**src/rtl/delay_pkg.sv**
```systemverilog
// Shared types and helpers for the delay line controller.
// Feedback mixing is optional, enabled by DELAY_FEEDBACK_EN.
package delay_pkg;

  localparam int DW_DEF  = 16;
  localparam int AW_DEF  = 12;
  localparam int FBW_DEF = 8;

  typedef enum logic [1:0] {
    S_IDLE,
    S_READ,
    S_WRITE
  } state_e;

  function automatic logic signed [63:0] sat_dw(
    input logic signed [63:0] v,
    input int unsigned        w
  );
    logic signed [63:0] hi;
    logic signed [63:0] lo;
    hi = (64'sd1 <<< (w - 1)) - 64'sd1;
    lo = -(64'sd1 <<< (w - 1));
    if (v > hi) return hi;
    if (v < lo) return lo;
    return v;
  endfunction

endpackage

```
**src/rtl/delay_fb_mix.sv**
```systemverilog
// Feedback mixer: sample + (delayed * gain) >>> FBW, saturated to DW.
// Only present in builds with DELAY_FEEDBACK_EN defined.
`ifdef DELAY_FEEDBACK_EN
module delay_fb_mix
  import delay_pkg::*;
#(
  parameter int DW  = DW_DEF,
  parameter int FBW = FBW_DEF
) (
  input  logic signed [DW-1:0]  sample_i,
  input  logic signed [DW-1:0]  delayed_i,
  input  logic        [FBW-1:0] gain_i,
  output logic        [DW-1:0]  wdata_o
);

  localparam int PW = DW + FBW + 1;

  logic signed [PW-1:0] prod;
  logic signed [PW-1:0] shr;

  // gain is unsigned Q0.FBW, so zero-extend before the signed multiply
  assign prod = PW'(delayed_i) * PW'($signed({1'b0, gain_i}));
  assign shr  = prod >>> FBW;

  assign wdata_o = DW'(sat_dw(64'(sample_i) + 64'(shr), DW));

endmodule
`endif

```
**src/rtl/delay_line_ctrl.sv**
```systemverilog
// Circular-buffer delay line: one read + one write per accepted tick.
// Define DELAY_FEEDBACK_EN to mix the delayed sample back into writes.
module delay_line_ctrl
  import delay_pkg::*;
#(
  parameter int DW  = DW_DEF,
  parameter int AW  = AW_DEF,
  parameter int FBW = FBW_DEF
) (
  input  logic           clk,
  input  logic           rst,
  input  logic           tick,
  input  logic           en,
  input  logic [DW-1:0]  sample_in,
  input  logic [AW-1:0]  delay_len,
  input  logic [FBW-1:0] fb_gain,
  output logic           mem_req,
  output logic           mem_we,
  output logic [AW-1:0]  mem_addr,
  output logic [DW-1:0]  mem_wdata,
  input  logic [DW-1:0]  mem_rdata,
  input  logic           mem_ack,
  output logic [DW-1:0]  sample_out,
  output logic           out_valid,
  output logic           busy,
  output logic           overrun
);

  localparam logic [AW:0] DEPTH = {1'b1, {AW{1'b0}}};

  state_e        state_q;
  logic [AW-1:0] wr_ptr_q;
  logic [AW-1:0] dlen_q;
  logic [AW-1:0] addr_q;
  logic [AW:0]   fill_q;
  logic [DW-1:0] samp_q;
  logic [DW-1:0] dly_q;
  logic [DW-1:0] wdata_q;
  logic [DW-1:0] sout_q;
  logic          req_q;
  logic          we_q;
  logic          vld_q;
  logic          ovr_q;

  logic          idle;
  logic          accept;
  logic          guard;
  logic [DW-1:0] mix_smp;
  logic [DW-1:0] mix_dly;
  logic [DW-1:0] wdata_d;

  assign idle   = (state_q == S_IDLE);
  assign accept = tick & en;
  assign guard  = fill_q < {1'b0, dlen_q};

  // In IDLE the mixer sees the bypass path; in READ it sees the memory.
  assign mix_smp = idle ? sample_in : samp_q;
  assign mix_dly = idle ? sample_in
                 : (guard ? '0 : mem_rdata);

`ifdef DELAY_FEEDBACK_EN
  delay_fb_mix #(
    .DW  (DW),
    .FBW (FBW)
  ) u_mix (
    .sample_i  (mix_smp),
    .delayed_i (mix_dly),
    .gain_i    (fb_gain),
    .wdata_o   (wdata_d)
  );
`else
  logic unused_fb;
  assign unused_fb = ^fb_gain;
  assign wdata_d   = mix_smp;
`endif

  always_ff @(posedge clk or posedge rst) begin
    if (rst) begin
      state_q  <= S_IDLE;
      wr_ptr_q <= '0;
      dlen_q   <= '0;
      addr_q   <= '0;
      fill_q   <= '0;
      samp_q   <= '0;
      dly_q    <= '0;
      wdata_q  <= '0;
      sout_q   <= '0;
      req_q    <= 1'b0;
      we_q     <= 1'b0;
      vld_q    <= 1'b0;
      ovr_q    <= 1'b0;
    end else begin
      vld_q <= 1'b0;
      if (accept && !idle) ovr_q <= 1'b1;
      unique case (state_q)
        S_IDLE: begin
          if (accept) begin
            samp_q <= sample_in;
            dlen_q <= delay_len;
            req_q  <= 1'b1;
            if (delay_len != '0) begin
              state_q <= S_READ;
              we_q    <= 1'b0;
              addr_q  <= wr_ptr_q - delay_len;
            end else begin
              state_q <= S_WRITE;
              we_q    <= 1'b1;
              addr_q  <= wr_ptr_q;
              wdata_q <= wdata_d;
              dly_q   <= sample_in;
            end
          end
        end
        S_READ: begin
          if (mem_ack) begin
            state_q <= S_WRITE;
            dly_q   <= mix_dly;
            we_q    <= 1'b1;
            addr_q  <= wr_ptr_q;
            wdata_q <= wdata_d;
          end
        end
        S_WRITE: begin
          if (mem_ack) begin
            state_q  <= S_IDLE;
            req_q    <= 1'b0;
            we_q     <= 1'b0;
            wr_ptr_q <= wr_ptr_q + AW'(1);
            if (fill_q != DEPTH) fill_q <= fill_q + (AW+1)'(1);
            sout_q   <= dly_q;
            vld_q    <= 1'b1;
          end
        end
        default: begin
          state_q <= S_IDLE;
          req_q   <= 1'b0;
          we_q    <= 1'b0;
        end
      endcase
    end
  end

  assign mem_req    = req_q;
  assign mem_we     = we_q;
  assign mem_addr   = addr_q;
  assign mem_wdata  = wdata_q;
  assign sample_out = sout_q;
  assign out_valid  = vld_q;
  assign busy       = !idle;
  assign overrun    = ovr_q;

endmodule

```
**config.mk**
```make
export PLATFORM = sky130hd
export DESIGN_NAME = delay_line_ctrl
export DESIGN_NICKNAME = d
export VERILOG_FILES = /design/src/rtl/delay_pkg.sv /design/src/rtl/delay_fb_mix.sv /design/src/rtl/delay_line_ctrl.sv
export SDC_FILE = /design/constraint.sdc
export NUM_CORES = 1
export LEC_CHECK = 0
export CAP_MARGIN = 10
export CORE_UTILIZATION = 35
export DETAILED_ROUTE_END_ITERATION = 7
export HOLD_SLACK_MARGIN = 0.03
export MAX_ROUTING_LAYER = met4
export PLACE_DENSITY = 0.55
export SLEW_MARGIN = 10
export SYNTH_ARGS = -nofsm -noshare
export SYNTH_HDL_FRONTEND = slang
export SYNTH_HIERARCHICAL = 1
export SYNTH_SLANG_ARGS = --single-unit
```
**constraint.sdc**
```tcl
create_clock -name clk -period 10.23 [get_ports clk]
set_clock_uncertainty 0.1 [all_clocks]
set_input_delay 2.046 -clock clk [delete_from_list [all_inputs] [get_ports clk]]
set_output_delay 2.046 -clock clk [all_outputs]
set_load 0.05 [all_outputs]
```
==> results of run 1 <==
[synthesized netlist by cell type, types with 4 or more instances]
cell and n:
dfrtp_1 118, nand2_1 110, o21ai_0 39, inv_1 31, xnor2_1 28, ha_1 25, nor2_1 23, and3_1 21
a21oi_1 17, mux2_2 17, mux2i_1 17, a221o_1 16, clkbuf_1 16, nand3_1 9, a21o_1 7, nand4_1 5
o21a_1 5, a31oi_1 4, buf_2 4, nor4_1 4
[per-layer routing]
metal	vias to the layer above	GRT usage [%]	wire length, um
met5	-	-	0
met4	0	6.36	185
met3	14	5.82	790
met2	94	28.5	6450
met1	2117	23.7	6610
li1	2137	-	-
[area by class of cell]
| cell class | count | share of cell area (%) |
|---|---|---|
| Clock buffer | 18 | 5.72 |
| Clock inverter | 14 | 1.72 |
| Inverter | 31 | 1.59 |
| Multi-Input combinational cell | 388 | 34.5 |
| Sequential cell | 118 | 39.4 |
| Tap cell | 216 | 3.60 |
| Timing Repair Buffer | 102 | 13.4 |
[power by group through the flow]
stage          sequential, mW  clock (mW)  combinational, mW
2_1_floorplan            1.03           0              0.419
3_3_place_gp            0.762           0              0.989
3_5_place_dp            0.765           0               1.01
4_1_cts                 0.761       0.569               1.01
5_1_grt                 0.787       0.592               1.08
6_report                0.760       0.558              0.993
[logic make-up (layout without fill, tap and decap cells)]
| group | count (synthesis) | after routing | synth area share, % |
|---|---|---|---|
| muxes | 34 | 34 | 6.30 |
| AOI/OAI and AO/OA | 105 | 105 | 13.0 |
| and+or+nand+nor | 193 | 193 | 15.3 |
| buffers and inverters | 53 | 165 | 3.62 |
| xor gates and xnor gates | 30 | 30 | 4.58 |
| DFF | 118 | 118 | 51.4 |
| adders and majority gates | 26 | 26 | 5.80 |
[through the flow]
| step | hold WS [ps] | instances | worst slack (ps) |
|---|---|---|---|
| floorplan | 339 | 559 | 4950 |
| global placement | 355 | 855 | 5170 |
| detailed placement | 363 | 855 | 5330 |
| CTS | 378 | 887 | 5770 |
| global route | 399 | 887 | 5590 |
| finish | 368 | 887 | 5780 |
[worst paths after layout]
path,from,slack [ps],cells after the start,endpoint
max,delay_len[4],5780,10,mem_addr[7]$_DFFE_PP0P_
min reg2reg,dly_q[5]$_DFFE_PP0P_,370,2,sample_out[5]$_DFFE_PP0P_
max reg2reg,mem_we$_DFFE_PP0P_,7380,4,mem_addr[7]$_DFFE_PP0P_
min in group asynchronous,rst,1990,2,dly_q[10]$_DFFE_PP0P_
min,dly_q[5]$_DFFE_PP0P_,370,2,sample_out[5]$_DFFE_PP0P_
max in group asynchronous,rst,6720,3,dly_q[9]$_DFFE_PP0P_
[critical path: stages]
cell and delay (ps):
clkdlybuf4s50_1 580, inv_1 70, ha_1 360, and2_4 180
a221oi_4 280, a21boi_0 180, o21a_1 220, o21a_1 170
o311ai_0 430, o21a_1 190
[flip-flops by register name, summed over array words and instances (netlist names)]
register,count
dlen_q,12
mem_addr,12
sample_out,16
overrun,1
mem_req,1
out_valid,1
state_q,1
mem_wdata,16
mem_we,1
fill_q,13
dly_q,16
samp_q,16
wr_ptr_q,12
[placed cells by master, fill, tap and decap left out, types with 3 or more instances in the layout]
master             n
dfrtp_1          118
nand2_1          110
clkdlybuf4s50_1   97
o21ai_0           39
inv_1             30
xnor2_1           28
ha_1              25
and3_1            21
nor2_1            21
mux2_2            17
mux2i_1           17
clkbuf_16         17
a21oi_1           16
a221o_1           16
nand3_1            9
a21o_1             7
clkinvlp_4         6
o21a_1             5
nand4_1            5
buf_4              5
nor4_1             4
a31oi_1            4
nand2b_1           3
a211oi_1           3
nor2b_1            3
nor3_1             3
clkinv_4           3
==> flow_summary.yaml, run 1 <==
run_status:
  status: "completed"
sta:
  fmax_ghz: 0.225
  setup_viol: 0
  timing.final.crit_share_pct: 43.5
  final-hold-violation-count: 0
  slew_violations: 0
  worst_pin_slew_ps: 1150
  slew_headroom_pct: 23.5
  grt_setup_unrepaired: "no"
  period_needed_ps: 4450
  final.setup.tns_ps: 0
yosys:
  synthDistinctLibCells: 49
  avgSynthCellArea_um2: 10.3
  synth_area_leaders: "dfrtp_1 51%, nand2_1 7.2%, ha_1 5.4%"
  syn-num-nets: 642
  async_flop_share_pct: 100
  yosysTopAreaCellShare_pct: 51.4
  yosysSeqAreaShare_pct: 51.4
  ys.flop_type: "dfrtp_1"
  synth_area_mm2: 0.00574
  synth_seq_cells: 118
  synthCells: 559
  synth_warnings: 6
  synth_edf_count: 0
  synth_top_area_cell: "dfrtp_1"
detailed_routing:
  vias: 4362
  drc_errors: 0
  drt_wl_total_mm: 14.0
  ant_nets: 0
  firstDrtPassIters: 4
  drt_iter0_drc: 166
  vias_per_cell: 4.92
  routedWlPerCell_um: 15.8
floorplan:
  core_mm2: 0.0159
  ios: 106
  dieWidth_um: 130
  die_area_mm2: 0.0169
  start_util_pct: 36.0
  die_y_um: 130
  core.rowCount: 46
min_path:
  min_path_type: "flop to flop"
place:
  port_buffers: 97
  hpwl_mm: 9.70
  globalplace.congestion: 0.834
  place_area_mm2: 0.00694
pwr:
  peakVddDrop_mv: 0.184
  p_int_mw: 1.36
  total_power_mw: 2.31
  clkPwrFrac_pct: 24.1
  p_per_area_mw_per_mm2: 308
  combPwrFrac_pct: 43.0
  power_frac_seq_pct: 32.9
  switching_share_pct: 41.3
  power.switching_mw: 0.955
  p_leak_nw: 3.49
cts:
  clock_sinks: 118
  cts_tree: "done"
  htree_num_levels: 4
  cts_resized: 0
  numCtsBuffers: 17
  cts_hold_buf: 0
  clk_latency_ps: 420
  post-cts-setup-buffers: 0
  clk_transition_reported_paths_ps: 60
  clockBufferDepth: 2
  cts_root_buffer: "clkbuf_16"
cells_and_area:
  fin_nets: 741
  diodes: 0
  drive_gt1_share_pct: 9.54
  num-fill-cells: 1533
  syn_to_final_growth_pct: 30.6
  stdcell_area_mm2: 0.00750
  seq_area_mm2: 0.00295
  multi_input_area_mm2: 0.00259
  utilization_pct: 47.0
critical_path:
  cp-end-kind: "flop"
  cp.required_ps: 10480
  worst-setup-path-type: "input pin to flop"
  critPathMaxFanout: 4
  arrival_ps: 4700
  start_kind: "input pin"
global_routing:
  grt_overflow: 0
  grt_pass1_wl_mm: 23.0
  grt_max_degree: 65
  grt_pass1_vias: 4525
  grtUsageTotal_pct: 18.8
  antenna_found_initial: 0
flow_run:
  drv_cap: 0
Note: power is estimated with default switching activity, not from simulation.
==> inputs of run 2 (changes only) <==
Clock period 10.23 ns to 4.6 ns, I/O delays scaled along.
==> flow_summary.yaml, run 2 (synthesis gave the netlist of run 1 again) <==
cts:
  cts_tree: "done"
  clock_sinks: 118
  clk_transition_reported_paths_ps: 60
  htree_num_levels: 4
  clk_latency_ps: 410
  cts_hold_buf: 0
  post-cts-setup-buffers: 0
  numCtsBuffers: 17
  clockBufferDepth: 2
  cts_root_buffer: "clkbuf_16"
  cts_resized: 0
critical_path:
  cp.required_ps: 4850
  arrival_ps: 3480
  worst-setup-path-type: "input pin to flop"
  crit_slowest_cell: "clkdlybuf4s50_1"
  critPathMaxFanout: 4
  critPathTopFamily: "compound AO/OA/AOI/OAI gates"
  startpoint: "delay_len[4]"
  critPathBufInv: 2
  cp-end-kind: "flop"
  max_stage_delay_ps: 550
  r2r-start: "mem_we$_DFFE_PP0P_"
  cp_common_cell: "o21a_1"
  path_cells: "clkdlybuf4s50_1 -> inv_1 -> ha_1 -> and2_4 -> a221oi_4 -> a21boi_0 -> o21a_1 -> o21a_1 -> o311ai_0 -> o21a_1"
  start_kind: "input pin"
place:
  port_buffers: 97
  dp_cells: 859
  place_ws_ps: 940
  globalplace.congestion: 0.855
  hpwl_mm: 9.87
pwr:
  combPwrFrac_pct: 42.0
  p_leak_nw: 3.55
  clkPwrFrac_pct: 25.7
  peakVddDrop_mv: 0.432
  switching_share_pct: 40.0
  power_frac_seq_pct: 32.2
  power.switching_mw: 2.11
  p_per_area_mw_per_mm2: 696
  p_int_mw: 3.16
cells_and_area:
  layout_common_cells: "118 x dfrtp_1, 110 x nand2_1, 97 x clkdlybuf4s50_1"
  fin_nets: 745
  multi_input_area_mm2: 0.00259
  final_common_cell: "dfrtp_1"
  diodes: 0
  syn_to_final_growth_pct: 31.9
  num-fill-cells: 1477
  seq_area_mm2: 0.00295
  drive_gt1_share_pct: 9.78
  final_cells: 891
sta:
  fin_ws_ps: 1370
  slew_headroom_pct: 23.6
  grt_setup_unrepaired: "no"
  slew_violations: 0
  fmax_ghz: 0.309
  period_needed_ps: 3230
  whs_ps: 373
  worst_pin_slew_ps: 1140
  setup_viol: 0
  final.setup.tns_ps: 0
  timing.final.crit_share_pct: 70.2
  final-hold-violation-count: 0
flow_run:
  drv_cap: 0
floorplan:
  ios: 106
  die_area_mm2: 0.0169
  core.rowCount: 46
  dieWidth_um: 130
  start_util_pct: 36.0
  core_mm2: 0.0159
  die_y_um: 130
detailed_routing:
  drc_errors: 0
  routedWlPerCell_um: 16.0
  drt_iter0_drc: 229
  vias: 4385
  vias_per_cell: 4.92
  firstDrtPassIters: 4
  drt_wl_total_mm: 14.2
  ant_nets: 0
global_routing:
  grt_max_degree: 66
  antenna_found_initial: 0
  grt_pass1_wl_mm: 23.2
  grt_pass1_vias: 4568
  grtUsageTotal_pct: 18.8
  grt_overflow: 0
min_path:
  min_path_type: "flop to flop"
  hold_start: "sample_out[2]$_DFFE_PP0P_"
run_status:
  status: "completed"
## run 2: cell count changes in the layout (fill, tap and decap cells not counted), sizes merged
cell,previous run,this run
clkinvlp,6,3
inv,33,32
bufinv,1,3
buf,5,9
clkinv,5,4
clkbuf,18,21
## run 2: worst paths after layout
path	end	slack (ps)	cells after the start
setup / recovery	mem_addr[7]$_DFFE_PP0P_	1370	10
max in group asynchronous	dlen_q[9]$_DFFE_PP0P_	2610	3
min in group asynchronous	mem_wdata[10]$_DFFE_PP0P_	900	2
hold reg to reg	sample_out[2]$_DFFE_PP0P_	370	2
setup reg to reg	mem_addr[7]$_DFFE_PP0P_	1790	4
hold / removal	sample_out[2]$_DFFE_PP0P_	370	2
## run 2: layout make-up
class	instances	area share, %
Clock buffer	21	6.08
Clock inverter	11	1.97
Inverter	31	1.57
Multi-Input combinational cell	388	34.1
Sequential cell	118	39.0
Tap cell	216	3.57
Timing Repair Buffer	106	13.7
## run 2: through the flow
step	instance area (um^2)	utilization (%)	total power, mW
after floorplan	5740	-	3.22
after global placement	6970	43.7	3.90
after detailed placement	6970	43.7	3.94
after CTS	7580	47.5	5.33
after global routing	7580	47.5	5.59
final	7580	47.5	5.27
## run 2: per-layer routing
layer  GRT usage (%)  part of all wire, %
met1            23.7                   48
met2            29.2                   46
met3            5.99                  5.1
met4            4.92                 0.88
met5               -                    0
## run 2: power groups by stage
stage               Combinational, mW  Sequential (mW)  Clock (mW)
finish                           2.22             1.70        1.36
global route                     2.40             1.75        1.43
CTS                              2.25             1.70        1.38
detailed placement               2.24             1.71           0
global placement                 2.21             1.69           0
floorplan                       0.933             2.28           0
## run 2: worst reg2reg max path: stages (launching register included)
cell      delay [ps]
dfrtp_1          530
nand2b_1         740
nand2_1          620
o311ai_0         570
o21a_1           180
